==> src/rtl/adder_subtractor_bist_ctrl.sv <==
// -----------------------------------------------------------------------------
// adder_subtractor_bist_ctrl
//
// Built-in self-test sequencer for the 8-bit adder_subtractor_net datapath.
// A 17-bit Fibonacci LFSR (x^17 + x^14 + 1) produces one {a, b, sub} vector per
// APPLY cycle. The 9-bit combinational result is folded into a 16-bit MISR
// (x^16 + x^12 + x^5 + 1). After N_PATTERNS vectors the signature is compared
// against golden_sig, and pass/done are reported to the test-mode controller.
//
// Optional build macro: BIST_SEED_LOAD_EN
//   When defined, a seed_in[16:0] port is added. LOAD uses seed_in when it is
//   nonzero, otherwise the SEED parameter. When undefined, LOAD always uses
//   SEED and there is no seed_in port.
//
// Parameters:
//   N_PATTERNS  vectors applied per run, 1..131071
//   SEED        LFSR load value at run start, must be nonzero
//
// Ports:
//   clk         clock, rising edge
//   rst_n       asynchronous active-low reset
//   start       run request, honoured in IDLE or DONE
//   abort       cancel run, FSM returns to IDLE on the next edge
//   golden_sig  expected MISR signature, sampled in COMPARE
//   seed_in     (BIST_SEED_LOAD_EN only) run-time LFSR seed, sampled in LOAD
//   a, b        datapath operands, bit 0 is the MSB
//   sub         datapath subtract select
//   result      datapath result, bit 0 is carry/borrow, bit 8 is the LSB
//   busy        high in LOAD, APPLY and COMPARE
//   done        high in DONE
//   pass        signature match, meaningful while done = 1
//   misr_sig    current MISR contents
//   state_dbg   current FSM state encoding (debug observation only)
//
// Handshake: start is a level sampled on each rising edge while the FSM is in
// IDLE or DONE; a run is accepted on the first such edge with start=1 and
// abort=0. abort has priority over start in every state. done/pass form a
// level-valid pair: pass is only meaningful while done is high, and both hold
// until the next accepted start or an abort.
// -----------------------------------------------------------------------------
module adder_subtractor_bist_ctrl #(
    parameter int          N_PATTERNS = 256,
    parameter logic [16:0] SEED       = 17'h1ACE1
) (
    input  logic        clk,
    input  logic        rst_n,
    input  logic        start,
    input  logic        abort,
    input  logic [15:0] golden_sig,
`ifdef BIST_SEED_LOAD_EN
    input  logic [16:0] seed_in,
`endif
    output logic [0:7]  a,
    output logic [0:7]  b,
    output logic        sub,
    input  logic [0:8]  result,
    output logic        busy,
    output logic        done,
    output logic        pass,
    output logic [15:0] misr_sig,
    output logic [2:0]  state_dbg
);

    typedef enum logic [2:0] {
        S_IDLE    = 3'd0,
        S_LOAD    = 3'd1,
        S_APPLY   = 3'd2,
        S_COMPARE = 3'd3,
        S_DONE    = 3'd4
    } state_t;

    // The counter must hold N_PATTERNS itself (value after the last APPLY
    // edge), so it never wraps inside a run.
    localparam int            CW       = $clog2(N_PATTERNS + 1);
    localparam logic [CW-1:0] CNT_LAST = CW'(N_PATTERNS - 1);

    localparam logic [15:0] MISR_POLY = 16'h1021;

    state_t        state_q, state_d;
    logic [16:0]   lfsr_q,  lfsr_d;
    logic [15:0]   misr_q,  misr_d;
    logic [CW-1:0] cnt_q,   cnt_d;
    logic          pass_q,  pass_d;

    logic [16:0]   load_seed;
    logic [16:0]   lfsr_step;
    logic [15:0]   misr_step;
    logic [15:0]   misr_fb;
    logic [15:0]   misr_data;

    // ------------------------------------------------------------------
    // Seed selection for the LOAD cycle
    // ------------------------------------------------------------------
`ifdef BIST_SEED_LOAD_EN
    // A zero seed would lock the LFSR at zero, so fall back to SEED.
    assign load_seed = (seed_in != 17'd0) ? seed_in : SEED;
`else
    assign load_seed = SEED;
`endif

    // ------------------------------------------------------------------
    // Pattern generator and signature compactor step functions
    // ------------------------------------------------------------------
    assign lfsr_step = {lfsr_q[15:0], lfsr_q[16] ^ lfsr_q[13]};

    // result is declared [0:8]; as a packed value result[0] is its MSB, so
    // zero-extending it places result[8] at bit 0 of the injected word.
    assign misr_fb   = misr_q[15] ? MISR_POLY : 16'h0000;
    assign misr_data = {7'b0, result};
    assign misr_step = {misr_q[14:0], 1'b0} ^ misr_fb ^ misr_data;

    // ------------------------------------------------------------------
    // State register
    // ------------------------------------------------------------------
    always_ff @(posedge clk or negedge rst_n) begin
        if (!rst_n) begin
            state_q <= S_IDLE;
            lfsr_q  <= 17'd0;
            misr_q  <= 16'd0;
            cnt_q   <= '0;
            pass_q  <= 1'b0;
        end else begin
            state_q <= state_d;
            lfsr_q  <= lfsr_d;
            misr_q  <= misr_d;
            cnt_q   <= cnt_d;
            pass_q  <= pass_d;
        end
    end

    // ------------------------------------------------------------------
    // Next-state and datapath register update
    // ------------------------------------------------------------------
    always_comb begin
        state_d = state_q;
        lfsr_d  = lfsr_q;
        misr_d  = misr_q;
        cnt_d   = cnt_q;
        pass_d  = pass_q;

        case (state_q)
            S_IDLE, S_DONE: begin
                if (start) begin
                    state_d = S_LOAD;
                    pass_d  = 1'b0;
                end
            end

            S_LOAD: begin
                lfsr_d  = load_seed;
                misr_d  = 16'd0;
                cnt_d   = '0;
                state_d = S_APPLY;
            end

            S_APPLY: begin
                misr_d = misr_step;
                lfsr_d = lfsr_step;
                cnt_d  = cnt_q + 1'b1;
                if (cnt_q == CNT_LAST) begin
                    state_d = S_COMPARE;
                end
            end

            S_COMPARE: begin
                pass_d  = (misr_q == golden_sig);
                state_d = S_DONE;
            end

            default: begin
                state_d = S_IDLE;
            end
        endcase

        // abort overrides everything, including a simultaneous start. The
        // LFSR and MISR are frozen rather than cleared so the point of
        // interruption can still be inspected; LOAD reinitialises them.
        if (abort) begin
            state_d = S_IDLE;
            pass_d  = 1'b0;
            lfsr_d  = lfsr_q;
            misr_d  = misr_q;
            cnt_d   = cnt_q;
        end
    end

    // ------------------------------------------------------------------
    // Outputs
    // ------------------------------------------------------------------
    // Operands are gated so the datapath sees all-zero inputs outside APPLY.
    // a/b are declared [0:7], so lfsr[16] lands on a[0] (the MSB).
    always_comb begin
        a   = 8'h00;
        b   = 8'h00;
        sub = 1'b0;
        if (state_q == S_APPLY) begin
            a   = lfsr_q[16:9];
            b   = lfsr_q[8:1];
            sub = lfsr_q[0];
        end
    end

    assign busy      = (state_q == S_LOAD) || (state_q == S_APPLY) ||
                       (state_q == S_COMPARE);
    assign done      = (state_q == S_DONE);
    assign pass      = pass_q;
    assign misr_sig  = misr_q;
    assign state_dbg = state_q;

endmodule

==> config.mk <==
export PLATFORM = sky130hd
export DESIGN_NAME = adder_subtractor_bist_ctrl
export DESIGN_NICKNAME = d
export VERILOG_FILES = /design/src/rtl/adder_subtractor_bist_ctrl.sv
export SDC_FILE = /design/constraint.sdc
export NUM_CORES = 1
export LEC_CHECK = 0
export BUFFER_PORTS_ARGS = -buffer_cell sky130_fd_sc_hd__buf_2
export CAP_MARGIN = 0
export CORE_MARGIN = 1.5
export CORE_UTILIZATION = 31
export CTS_CLUSTER_DIAMETER = 60
export DETAILED_ROUTE_END_ITERATION = 6
export HOLD_SLACK_MARGIN = 0.15
export SLEW_MARGIN = 10
export SYNTH_ARGS = -nofsm -noshare
export SYNTH_HDL_FRONTEND = slang
export SYNTH_SLANG_ARGS = --single-unit
==> constraint.sdc <==
create_clock -name clk -period 2.66 [get_ports clk]
set_input_delay 0.399 -clock clk [delete_from_list [all_inputs] [get_ports clk]]
set_output_delay 0.399 -clock clk [all_outputs]
set_load 0.03 [all_outputs]
==> results of run 1 <==
==> area by class of cell <==
cell class	instances	area, sq um	area share, %
clock buffer	6	82.58	2.985
clock inverter	2	12.51	0.4523
inverter	3	12.51	0.4523
multi-input combinational	149	1022	36.95
sequential	46	1151	41.61
tap	96	120.1	4.342
timing repair buffer	71	365.4	13.21
==> how the worst min path moves through the flow <==
stage,from,to,slack [ps],cells past startpoint
2_1_floorplan,rst_n,cnt_q[0]$_DFFE_PN0P_,100,0
3_3_place_gp,lfsr_q[11]$_DFFE_PN0P_,lfsr_q[11]$_DFFE_PN0P_,470,1
3_5_place_dp,cnt_q[3]$_DFFE_PN0P_,cnt_q[3]$_DFFE_PN0P_,470,1
4_1_cts,rst_n,misr_sig[12]$_DFFE_PN0P_,210,2
5_1_grt,rst_n,cnt_q[4]$_DFFE_PN0P_,230,2
6_report,rst_n,cnt_q[4]$_DFFE_PN0P_,190,2
==> per-layer routing <==
metal / vias to the layer above / global-route usage [%] / wire length, um
met5: - / 0 / 0
met4: 0 / 3.835 / 34
met3: 4 / 2.922 / 260
met2: 51 / 21.17 / 2380
met1: 879 / 18.91 / 2368
li1: 850 / - / -
==> power by group through the flow <==
stage          registers (W)  logic, W  clock network (W)
4_1_cts             0.000977  0.000597           0.000464
6_report            0.000974  0.000587           0.000446
5_1_grt             0.000999  0.000644           0.000498
2_1_floorplan        0.00107  0.000319                  0
3_5_place_dp        0.000989  0.000594                  0
3_3_place_gp        0.000986  0.000587                  0
==> stage by stage <==
stage	hold WS (ps)	area, sq um	instances
after floorplan	103.4	2247	209
after global placement	470.5	2671	365
after detailed placement	471.0	2671	365
after CTS	210.2	2766	373
after global routing	226.1	2766	373
final	190.2	2766	373
==> placed cells by master (no fill, tap or decap), drive strengths merged, types with 2 or more instances in the layout <==
master and n:
a22o 8, clkbuf 6, xnor2 26, clkinv 2, nand3b 2, and3 5
buf 71, ha 2, nand3 2, dfrtp 46, a21oi 3, mux2 8
inv 2, or3 2, and2 18, nand2 17, o21ai 22, o22a 8
nor3b 2, nor2 10, xor2 3, nand4 4
==> flip-flops by register name (all words and copies together) (netlist names) <==
name	count
pass	1
state_dbg	3
lfsr_q	17
cnt_q	9
misr_sig	16
==> kinds of logic (layout without fill, tap and decap cells) <==
kind of cell,count (synthesis),after routing,share of synthesized area [%]
xor gates and xnor gates,29,29,11.30
buffers and inverters,14,82,3.285
and+or+nand+nor,66,66,16.15
adders and majority gates,2,2,1.113
DFF,46,46,51.22
muxes,8,8,4.009
AOI/OAI and AO/OA,44,44,12.92
==> impl_metrics.json, run 1 <==
{
  "r2r_start": "state_dbg[2]$_DFFE_PN0P_",
  "area_delta_synth_final_pct": 23.11,
  "synthFlopType": "dfrtp_1",
  "cp_num_buf_inv": 2,
  "power_frac_clock_pct": 22.2,
  "syn-num-nets": 240,
  "fin_nets": 307,
  "portBuffers": 67,
  "worstMarginPinSlew_ps": 791.0,
  "clock_skew_ps": 4.383,
  "wl_per_cell_um": 13.52,
  "vias": 1784,
  "end_kind": "primary output",
  "post-route-util_pct": 40.05,
  "maxCapViolCount": 0,
  "clk_pin_slew_ps": 90,
  "post_cts_buffers": 0,
  "groute.usage.overall_pct": 13.51,
  "clkSinkCount": 46,
  "wl_mm": 5.043,
  "antennaDiodeCount": 0,
  "drive_above_1_share_pct": 32.85,
  "p_comb_share_pct": 29.2,
  "drc": 0,
  "die_h_um": 88.14,
  "cp-endpoint": "b[5]",
  "dp_hpwl_mm": 3.559,
  "ys_ff_latch": 46,
  "ctsResizeCount": 0,
  "clock_latency_ps": 300,
  "grt_antenna_before_repair": 0,
  "cts_tree": "done",
  "dieArea_sq_um": 7769,
  "coreArea_sq_um": 6907,
  "crit_type": "register to primary output",
  "synth_area_sq_um": 2247,
  "rsz0062_at_grt": "no",
  "synth.avg_cell_area_sq_um": 10.75,
  "fin_ws_ps": 658.3,
  "max_stage_delay_ps": 480,
  "hold_buffers": 0,
  "gp_congestion": 0.7090,
  "timing.final.crit_share_pct": 75.25,
  "ys_seq_area_share_pct": 51.22,
  "min_path_type": "primary input to async pin",
  "synth.most_common_cell": "dfrtp_1",
  "yosysUniqueCellTypes": 34,
  "dieWidth_um": 88.14,
  "setup_viol": 0,
  "via_per_inst": 4.783,
  "reg2reg_depth": 4,
  "synth_edf_count": 0,
  "cpMaxStageDelayCell": "dfrtp_1",
  "crit_cells": 4,
  "critical-path-top-delay-family": "flip-flops",
  "crit_arrival_ps": 1600,
  "fmaxAchievable_mhz": 499.6,
  "setup-tns-final_ps": 0,
  "synth_top_area_cell": "dfrtp_1",
  "synth_common_cells": "dfrtp_1, xnor2_1, and2_1",
  "pwr-share-seq_pct": 48.5,
  "power_density_nw_per_um2": 725.5,
  "finalMaxSlewViolations": 0,
  "ioPinCount": 68,
  "total_leakage_power_nw": 1.350,
  "total_switching_power_w": 0.0007176,
  "finalPower_w": 0.002007,
  "crit_start": "state_dbg[1]$_DFFE_PN0P_",
  "grt_pass1_wl_mm": 8.073,
  "synth_top_area_share_pct": 51.22,
  "grt_pass1_vias": 1661,
  "internal_power_w": 0.001289,
  "critPathRequiredTime_ps": 2260,
  "ys_async_sr_fraction_pct": 100.0,
  "outcome": "complete, no violations",
  "synth_area_leaders": "dfrtp_1, xnor2_1, and2_1",
  "final.min_clock_period_ps": 2002,
  "post-place-ws_ps": 735.8,
  "ir_drop_mv": 0.3162,
  "clock_path_buffers": 2,
  "initial_core_util_pct": 32.54,
  "grt_max_degree": 47,
  "critPathMaxFanout": 18,
  "cts-htree-levels": 2,
  "drt_first_pass_iters": 4,
  "finalHoldViolations": 0,
  "reg2reg_slack_ps": 810,
  "root_buffer": "clkbuf_8",
  "ys_warn_count": 0,
  "netSwitchingFraction_pct": 35.75,
  "synthCells": 209,
  "drtIter0Drc": 52,
  "grt_overflow_total": 0,
  "numCtsBuffers": 5,
  "nFillCells": 736,
  "detail-route-antenna-nets": 0,
  "critPathLaunchType": "register",
  "relSlewSlack_pct": 47.27,
  "cp_cell_sequence": "nor3b_2, buf_4, and2_1, buf_2",
  "rows": 30,
  "r2r-end": "cnt_q[7]$_DFFE_PN0P_"
}
Note: power is estimated with default switching activity, not from simulation.
==> inputs of run 2 (changes only) <==
Clock period 2.66 ns to 1.9 ns, I/O delays scaled along.
==> impl_metrics.json, run 2 (synthesis results as in run 1) <==
{
  "outcome": "complete, no violations",
  "fin_nets": 314,
  "clk_pin_slew_ps": 80,
  "power_frac_clock_pct": 24.6,
  "finalHoldViolations": 0,
  "netSwitchingFraction_pct": 33.98,
  "end_kind": "primary output",
  "rsz0062_at_grt": "no",
  "internal_power_w": 0.001924,
  "dp_cells": 370,
  "via_per_inst": 4.600,
  "finalMaxSlewViolations": 0,
  "grt_max_degree": 25,
  "worstMarginPinSlew_ps": 572.4,
  "coreArea_sq_um": 6907,
  "numCtsBuffers": 5,
  "maxCapViolCount": 0,
  "multiInputGateArea_sq_um": 1027,
  "total_leakage_power_nw": 1.385,
  "nFillCells": 736,
  "grt_antenna_before_repair": 0,
  "die_h_um": 88.14,
  "dp_hpwl_mm": 3.565,
  "setup-tns-final_ps": 0,
  "initial_core_util_pct": 32.54,
  "critPathLaunchType": "register",
  "setup_viol": 0,
  "ioPinCount": 68,
  "clock_path_buffers": 2,
  "seq_area_sq_um": 1152,
  "crit_type": "register to primary output",
  "vias": 1748,
  "portBuffers": 67,
  "cts_tree": "done",
  "drt_first_pass_iters": 4,
  "fmaxAchievable_mhz": 552.0,
  "wl_per_cell_um": 13.43,
  "critPathMaxFanout": 18,
  "grt_pass1_vias": 1704,
  "drtIter0Drc": 73,
  "power_density_nw_per_um2": 1019,
  "drc": 0,
  "largest_reg_flops": 17,
  "dieArea_sq_um": 7769,
  "detail-route-antenna-nets": 0,
  "area_delta_synth_final_pct": 27.28,
  "timing.final.crit_share_pct": 95.35,
  "grt_pass1_wl_mm": 8.148,
  "drive_above_1_share_pct": 34.15,
  "root_buffer": "clkbuf_8",
  "wl_mm": 5.102,
  "ir_drop_mv": 0.4495,
  "rows": 30,
  "crit_arrival_ps": 1530,
  "total_switching_power_w": 0.0009906,
  "post-route-util_pct": 41.41,
  "grt_overflow_total": 0,
  "dieWidth_um": 88.14,
  "clock_latency_ps": 290,
  "groute.usage.overall_pct": 13.67,
  "fin_cells": 380,
  "gp_congestion": 0.7551,
  "clock_skew_ps": 3.954,
  "final.min_clock_period_ps": 1812,
  "clkSinkCount": 46,
  "min_path_type": "primary input to register",
  "p_comb_share_pct": 28.9,
  "antennaDiodeCount": 0,
  "pwr-share-seq_pct": 46.5,
  "largest-register": "lfsr_q",
  "cts-htree-levels": 2,
  "critPathRequiredTime_ps": 1620,
  "final_common_cell": "buf_2",
  "relSlewSlack_pct": 61.84,
  "final_cell_mix": "buf_2, dfrtp_1, xnor2_1"
}
run 2: changes by cell type in the layout (fill, tap and decap cells not counted), sizes merged:
cell	delta
buf	+4
dlygate4sd3	+1
clkinv	-1
bufinv	+1
clkbuf	+3
clkinvlp	-1
run 2: layer usage:
layer / vias up / track usage, % / routed length (um)
met2: 48 / 21.93 / 2296
met1: 823 / 17.77 / 2466
met4: 0 / 5.256 / 53
met5: - / 0 / 0
li1: 870 / - / -
met3: 7 / 3.487 / 285
run 2: layout make-up:
type / count / area share [%]
clock buffer: 7 / 2.668
clock inverter: 1 / 1.050
inverter: 3 / 0.4374
multi-input combinational: 149 / 35.91
sequential: 46 / 40.29
tap: 96 / 4.199
timing repair buffer: 78 / 15.44
run 2: path summary, 6_finish.rpt:
path	slack (ps)	startpoint	cells past startpoint	endpoint
worst min-delay path	240	abort	2	state_dbg[2]$_DFFE_PN0P_
worst min register to register	490	lfsr_q[11]$_DFFE_PN0P_	1	lfsr_q[11]$_DFFE_PN0P_
min in group asynchronous	520	rst_n	2	state_dbg[2]$_DFFE_PN0P_
worst max register to register	140	cnt_q[0]$_DFFE_PN0P_	8	state_dbg[0]$_DFFE_PN0P_
worst max-delay path	90	state_dbg[2]$_DFFE_PN0P_	4	a[5]
max in group asynchronous	790	rst_n	3	misr_sig[9]$_DFFE_PN0P_
run 2: critical path, cell delays in order, from the launching register on:
cell and delay [ps]:
dfrtp_2 460, nor3b_2 220, buf_6 190, and2_1 170, clkbuf_4 190
run 2: stage by stage:
step	cell area (sq um)	setup WS (ps)	total power (W)	hold WS, ps
2_1_floorplan	2247	113.9	0.001942	-10.59
3_3_place_gp	2709	154.4	0.002205	306.1
3_5_place_dp	2709	101.8	0.002219	307.3
4_1_cts	2836	12.03	0.002954	240.3
5_1_grt	2860	0.6506	0.003092	237.0
6_report	2860	88.33	0.002915	241.8
run 2: power groups by stage:
| stage | clock [W] | combinational (W) | sequential [W] |
|---|---|---|---|
| final | 0.000716 | 0.000844 | 0.00135 |
| after global routing | 0.000776 | 0.000932 | 0.00138 |
| after CTS | 0.000744 | 0.000853 | 0.00136 |
| after detailed placement | 0 | 0.000841 | 0.00138 |
| after global placement | 0 | 0.000834 | 0.00137 |
| after floorplan | 0 | 0.000446 | 0.00150 |
run 2: repair_timing:
item	4_1_cts	5_1_grt
endpoints found under the setup margin	13	14
setup buffers	1	0
hold buffers	1	0
hold endpoints to repair	22	0
resized for setup	1	14
